`config.mk`:
```
export PLATFORM = sky130hd
export DESIGN_NAME = stream_pacer
export DESIGN_NICKNAME = d
export VERILOG_FILES = /design/src/rtl/stream_pacer.sv
export SDC_FILE = /design/constraint.sdc
export NUM_CORES = 1
export LEC_CHECK = 0
export ABC_AREA = 1
export CAP_MARGIN = 20
export CORE_UTILIZATION = 45
export CTS_CLUSTER_SIZE = 16
export DETAILED_ROUTE_END_ITERATION = 10
export GPL_ROUTABILITY_DRIVEN = 0
export PLACE_DENSITY = 0.71
export SLEW_MARGIN = 20
export SYNTH_ARGS = -nofsm -noshare
export SYNTH_HDL_FRONTEND = slang
export SYNTH_SLANG_ARGS = --single-unit
```
`constraint.sdc`:
```
create_clock -name clk_i -period 1.6 [get_ports clk_i]
set_input_delay 0.24 -clock clk_i [delete_from_list [all_inputs] [get_ports clk_i]]
set_output_delay 0.24 -clock clk_i [all_outputs]
set_load 0.02 [all_outputs]
```
`src/rtl/stream_pacer.sv`:
```
// Valid/ready input buffered in a DEPTH-entry FIFO, drained as single-cycle
// enable_o strobes spaced by at least gap_i idle cycles.
module stream_pacer #(
  parameter int WIDTH = 8,
  parameter int DEPTH = 4,
  parameter int GAP_W = 4
) (
  input  logic                     clk_i,
  input  logic                     rst_i,
  input  logic                     flush_i,
  input  logic                     s_valid_i,
  output logic                     s_ready_o,
  input  logic [WIDTH-1:0]         s_data_i,
  input  logic [GAP_W-1:0]         gap_i,
  output logic                     enable_o,
  output logic [WIDTH-1:0]         data_o,
  output logic [$clog2(DEPTH):0]   level_o
);

  localparam int AW = $clog2(DEPTH);
  localparam logic [AW:0] FULL = (AW+1)'(DEPTH);

  typedef enum logic {IDLE, GAP} state_e;

  state_e            state_q, state_d;
  logic [WIDTH-1:0]  mem_q [DEPTH];
  logic [AW-1:0]     wr_ptr_q, rd_ptr_q;
  logic [AW:0]       count_q, count_d;
  logic [GAP_W-1:0]  cnt_q, cnt_d;
  logic              en_q, en_d;
  logic [WIDTH-1:0]  data_q, data_d;
  logic              push, pop;

  // Ready comes only from the registered count, so a same-cycle pop never frees a full slot.
  assign s_ready_o = (count_q != FULL);
  assign push      = s_valid_i && s_ready_o && !flush_i;

  always_comb begin
    state_d = state_q;
    cnt_d   = cnt_q;
    en_d    = 1'b0;
    data_d  = data_q;
    pop     = 1'b0;
    if (flush_i) begin
      state_d = IDLE;
      cnt_d   = '0;
    end else begin
      case (state_q)
        IDLE: begin
          if (count_q != '0) begin
            pop    = 1'b1;
            en_d   = 1'b1;
            data_d = mem_q[rd_ptr_q];
            cnt_d  = gap_i;
            if (gap_i != '0) state_d = GAP;
          end
        end
        GAP: begin
          cnt_d = cnt_q - GAP_W'(1);
          if (cnt_q == GAP_W'(1)) state_d = IDLE;
        end
        default: state_d = IDLE;
      endcase
    end
  end

  always_comb begin
    count_d = count_q;
    case ({push, pop})
      2'b10:   count_d = count_q + (AW+1)'(1);
      2'b01:   count_d = count_q - (AW+1)'(1);
      default: count_d = count_q;
    endcase
  end

  always_ff @(posedge clk_i) begin
    if (rst_i) begin
      state_q  <= IDLE;
      cnt_q    <= '0;
      en_q     <= 1'b0;
      data_q   <= '0;
      wr_ptr_q <= '0;
      rd_ptr_q <= '0;
      count_q  <= '0;
    end else begin
      state_q <= state_d;
      cnt_q   <= cnt_d;
      en_q    <= en_d;
      data_q  <= data_d;
      if (flush_i) begin
        wr_ptr_q <= '0;
        rd_ptr_q <= '0;
        count_q  <= '0;
      end else begin
        if (push) wr_ptr_q <= wr_ptr_q + AW'(1);
        if (pop)  rd_ptr_q <= rd_ptr_q + AW'(1);
        count_q <= count_d;
      end
    end
  end

  always_ff @(posedge clk_i) begin
    if (!rst_i && push) mem_q[wr_ptr_q] <= s_data_i;
  end

  assign enable_o = en_q;
  assign data_o   = data_q;
  assign level_o  = count_q;

endmodule

```
== Word-level counts from Yosys, hierarchy flattened ==
Memory sizes are Yosys's and may differ from the RTL's. A register that Yosys moved wholly into a read port is not among the register bits.
Index checks and enable logic that the tools add are counted.
Cells by class
  add/subtract/negate cells: 5
  multipliers: 0
  div/mod/pow operators: 0
  magnitude comparators: 0
  eq/ne operators: 5
  shift-type cells: 0
  muxes and demuxes: 12
  bitwise operators: 2
  reduce and logical (&&, ||, !) cells: 10
Operators by type and width (count)
  2-to-1 mux 1 bit: 8
  case mux 4 bit (2 select lines): 1
  case mux 3 bit (2 select lines): 1
  adder 2 x 1 -> 2 bit, second input constant: 2
  == test 4 x 1 -> 1 bit, second input constant: 1
  2-to-1 mux 4 bit: 1
  nonzero test 4 bit: 1
  subtractor 4 x 1 -> 4 bit, second input constant: 1
  adder 3 x 1 -> 3 bit, second input constant: 1
  logical AND 1 bit: 3
  inequality test 3 bit, second input constant: 1
  AND reduction 3 bit: 1
  nonzero test 3 bit: 1
  subtractor 3 x 1 -> 3 bit, second input constant: 1
  == test 2 x 1 -> 1 bit, second input constant: 1
  == test 2 bit, second input constant: 1
  logical NOT 1 bit: 2
  inequality test 2 bit, second input constant: 1
  inverter 1 bit: 2
  case mux 1 bit (2 select lines): 1
  nonzero test 2 bit: 1
  OR reduction 2 bit: 1
Storage, ports and cells
  register bits after elaboration: 13
  latch bits: 0
  bits in writable memories: 32
  memory bits (read-only): 0
  input port bits: 16
  logic and storage cells: 41
  memories: 1
Memories
  mem_q: words 4, width 8, rd ports 1, clocked after memory_dff 1, wr ports 1, RTL line 26  | logic [WIDTH-1:0] mem_q [DEPTH];

== Logic depth before layout (Yosys ltp) ==
  depth after elaboration: 6
  gate-level depth with buffers: 13
  gate-level depth less buffers: 13

== Worst setup path before layout ==
No wires, ideal clock.
  kind: flip-flop to flip-flop
  from: register count_q[0], in the netlist level_o[0]
  to: register count_q[2], in the netlist level_o[2]
  setup time: 0.119 ns
  arrival: 1.875 ns
  required time: 1.481 ns
  slack: -0.394 ns
  cell stages (with the launch flop): 13
  path buffers: 0
  cell sequence: dfxtp_1 -> nor2_4 -> nand2_1 -> nand2_1 -> inv_2 -> nand2_2 -> ha_1 -> inv_1 -> fa_1 -> nand2_1 -> nand3_1 -> o21ai_0 -> a21oi_1
RTL lines
  start, declared: RTL line 28  | logic [AW:0] count_q, count_d;
  start signal, assigned: RTL line 97  | count_q <= count_d;
  inequality test 3 bit (*): RTL line 35  | assign s_ready_o = (count_q != FULL);
  via s_ready_o: RTL line 12  | output logic s_ready_o,
  logical AND 1 bit (*) (2 in series): RTL line 36  | assign push = s_valid_i && s_ready_o && !flush_i;
  == test 2 x 1 -> 1 bit or == test 2 bit (tied branches): RTL line 69  | case ({push, pop})
  case mux 3 bit (2 select lines) or nonzero test 2 bit (tied branches)
Mark *: on every way through the listed nets, which the timed path passes. The rest lies on a longest branch.
A chain may end at the register's enable or synchronous reset.

== Final worst setup path ==
  from: register count_q[1], in the netlist level_o[1]
  to: register count_q[2], in the netlist level_o[2]
On the way
  cells in the longest elaborated chain, start to end: 6
RTL lines
  nonzero test 3 bit: RTL line 50  | if (count_q != '0) begin
  2-to-1 mux 1 bit: RTL line 50
  2-to-1 mux 1 bit (2 in series)
  == test 2 x 1 -> 1 bit or == test 2 bit (tied branches): RTL line 69
  case mux 3 bit (2 select lines) or nonzero test 2 bit (tied branches)
Parallel ways exist; a longest one is shown, timed or not.

==> reports/metrics.yaml <==
outcome: "complete, but fails checks"
violations: "setup timing"
clock.fmax_ghz: 0.578
area_growth_pct: 30.2
critPathCaptureType: "flip-flop"
async_flop_share_pct: 0
drv_cap: 0
fill_cells: 414
post-place-ws_ns: -0.375
grt_max_degree: 19
layout_min_cycle_time_ns: 1.73
path_buf_inv: 2
drive_gt1_share_pct: 19.7
grt_overflow: 0
worstPathRequired_ns: 1.80
grt_usage_pct: 18.0
synth_top_family_by_area: "simple AND/OR/NAND/NOR gates"
clock-root-buffer: "clkbuf_8"
synth_simple_gate_area_share_pct: 18.3
synth_top_area_cell: "edfxtp_1"
min_period_over_period_pct: 108
synthAdderAreaFrac_pct: 4.66
die_area_sq_um: 5420
die_x_um: 73.6
yosysTopAreaCellShare_pct: 41.6
routed-via-count: 1708
slew_viol_final: 0
cpPeakStageDelay_ns: 0.36
fin_setup_tns_ns: -0.180
synthTopCellsByArea: "edfxtp_1, dfxtp_1, nor2_1"
ant_nets: 0
cp_max_fo: 2
syn_area_sq_um: 2310
crit_type: "reg -> reg"
hold_viol: 0
wl_per_cell_um: 11.8
seq_area_sq_um: 1390
final.setup.worst_slack_ns: -0.131
worstPathArrival_ns: 1.93
clock_sinks: 53
synth_compound_area_share_pct: 9.80
relSlewSlack_pct: 77.8
ys_warn_count: 0
cts_buffers: 5
fin_cells: 367
irDropWorstVdd_mv: 0.638
synth.avg_cell_area_sq_um: 9.51
core_sq_um: 4820
drc: 0
yosysUniqueCellTypes: 22
syn_nets: 267
start_util_pct: 47.9
via_per_inst: 4.65
power_density_nw_per_um2: 915
syn_inst: 243
synth_ff_type: "edfxtp_1"
crit_chain: "nor2_4, nand2_4, nand2_4, inv_2, nand2_2, ha_4, inv_2, fa_2, nand2_2, nand3_2, o21ai_2, a21oi_1"
multi_input_area_sq_um: 825
num_antenna_cells: 0
yosysSeqAreaShare_pct: 59.8
tightest_slew_ns: 0.333
grt_pass1_wl_um: 7210
clockBufferDepth: 2
dr.first_iter.drc_count: 44
dr.pass1.iters: 5
die_height_um: 73.6
portBuffers: 28
nets: 323
startpoint_type: "flip-flop"
clk_pin_slew_worst_paths_ns: 0.08
drt_wl_total_um: 4330
post-synth-top-count-cell: "nor2_1"
leakage_nw: 1.19
yosys-top-cells-count: "nor2_1, edfxtp_1, nand2_1, inv_1, dfxtp_1"
rows: 25
grt_pass1_vias: 1586
critical-path-top-delay-family: "simple AND/OR/NAND/NOR gates"
power.total_mw: 2.75
ys_ff_latch: 53
cp_slowest_cell: "dfxtp_4"
cts.htree.levels: 2
clk_latency_ns: 0.31
ioPinCount: 29
dp_cells: 354
synth_edf_count: 32
yosys-mux-area-fraction_pct: 0
hpwl_um: 3040
hold_path.class: "reg -> reg"
cts_tree: "built"
setup_viol: 2
grt_antenna_before_repair: 0
yosys.area_share.xor_xnor_pct: 0.379
skew_ns: 0.0133
rsz0062_at_grt: "yes"
## registers in the layout, indices dropped and copies added (netlist names)
signal    cells
rd_ptr_q      2
wr_ptr_q      2
cnt_q         4
enable_o      1
mem_q        32
state_q       1
level_o       3
data_o        8
## logic make-up (layout without fill, tap and decap cells)
group,count (synthesis),after routing
AOI/OAI and AO/OA,43,43
xor gates and xnor gates,1,1
adders and majority gates,8,8
buffers and inverters,33,90
DFF,53,53
and+or+nand+nor,105,105
## timing repair
action / 4_1_cts / 5_1_grt
buffers inserted: 3 / 2
gates resized for setup: 9 / 2
hold buffers: 0 / 0
endpoints found under the setup margin: 5 / 2
hold endpoints to repair: 0 / 0
pin swaps: 5 / 2
## tightest hold or removal path, delay by kind of cell (launching register included)
family / cells / cell delay, ns
simple gates: 1 / 0.06
flops: 1 / 0.33
compound gates: 1 / 0.06
## stage by stage
stage / instance area (sq um) / utilization, % / hold WS, ns
floorplan: 2350 / - / 0.312
global placement: 2830 / 58.7 / 0.476
detailed placement: 2830 / 58.7 / 0.496
CTS: 2990 / 62.0 / 0.509
global route: 3010 / 62.4 / 0.517
finish: 3010 / 62.4 / 0.506
## per-layer routing
| layer | GRT usage, % | vias to the layer above | routed length (um) |
|---|---|---|---|
| met3 | 3.29 | 6 | 151 |
| met1 | 23.1 | 773 | 2020 |
| met5 | 0 | - | 0 |
| met2 | 28.6 | 30 | 2090 |
| met4 | 10.0 | 0 | 65 |
| li1 | - | 899 | - |
## where the power goes
group          switching, mW  internal (mW)  total (mW)
Combinational          0.177          0.170       0.346
Sequential            0.0214           1.48        1.50
Clock                  0.434          0.469       0.903
## cell type report
type	count	area share, %
clock buffer	5	2.29
timing repair buffer	55	16.4
multi-input combinational	157	27.4
tap	67	2.79
clock inverter	3	1.46
inverter	27	3.45
sequential	53	46.2
## layout by cell type (no fill, tap or decap)
cell type,Yosys,routed
nor2_1,63,63
edfxtp_1,32,32
nand2_1,32,29
buf_4,0,26
clkdlybuf4s50_1,0,25
inv_1,22,20
dfxtp_1,21,18
o21ai_1,15,15
o21ai_0,16,15
a21oi_1,9,8
ha_1,7,6
inv_2,4,5
clkbuf_8,0,5
nand3_1,5,4
nand2_4,1,3
a21oi_2,2,3
dlygate4sd2_1,0,3
nand2_2,2,2
o21ai_2,1,2
dfxtp_4,0,2
nor2_4,1,1
nand2_8,0,1
inv_4,0,1
clkinv_1,1,1
xor2_1,1,1
nand3_2,0,1
nand4_1,1,1
fa_2,0,1
ha_4,0,1
bufinv_16,0,1
inv_6,0,1
clkinv_2,0,1
dfxtp_2,0,1
buf_12,0,1
## path summary, 6_finish.rpt
path	from	to	slack [ns]	cells after the start
worst max register to register	level_o[1]$_SDFFE_PP0P_	level_o[2]$_SDFFE_PP0P_	-0.13	12
worst max-delay path	level_o[1]$_SDFFE_PP0P_	level_o[2]$_SDFFE_PP0P_	-0.13	12
worst min-delay path	cnt_q[1]$_SDFFE_PP0P_	cnt_q[1]$_SDFFE_PP0P_	0.51	2
worst min register to register	cnt_q[1]$_SDFFE_PP0P_	cnt_q[1]$_SDFFE_PP0P_	0.51	2
(Power assumes the default switching activity.)
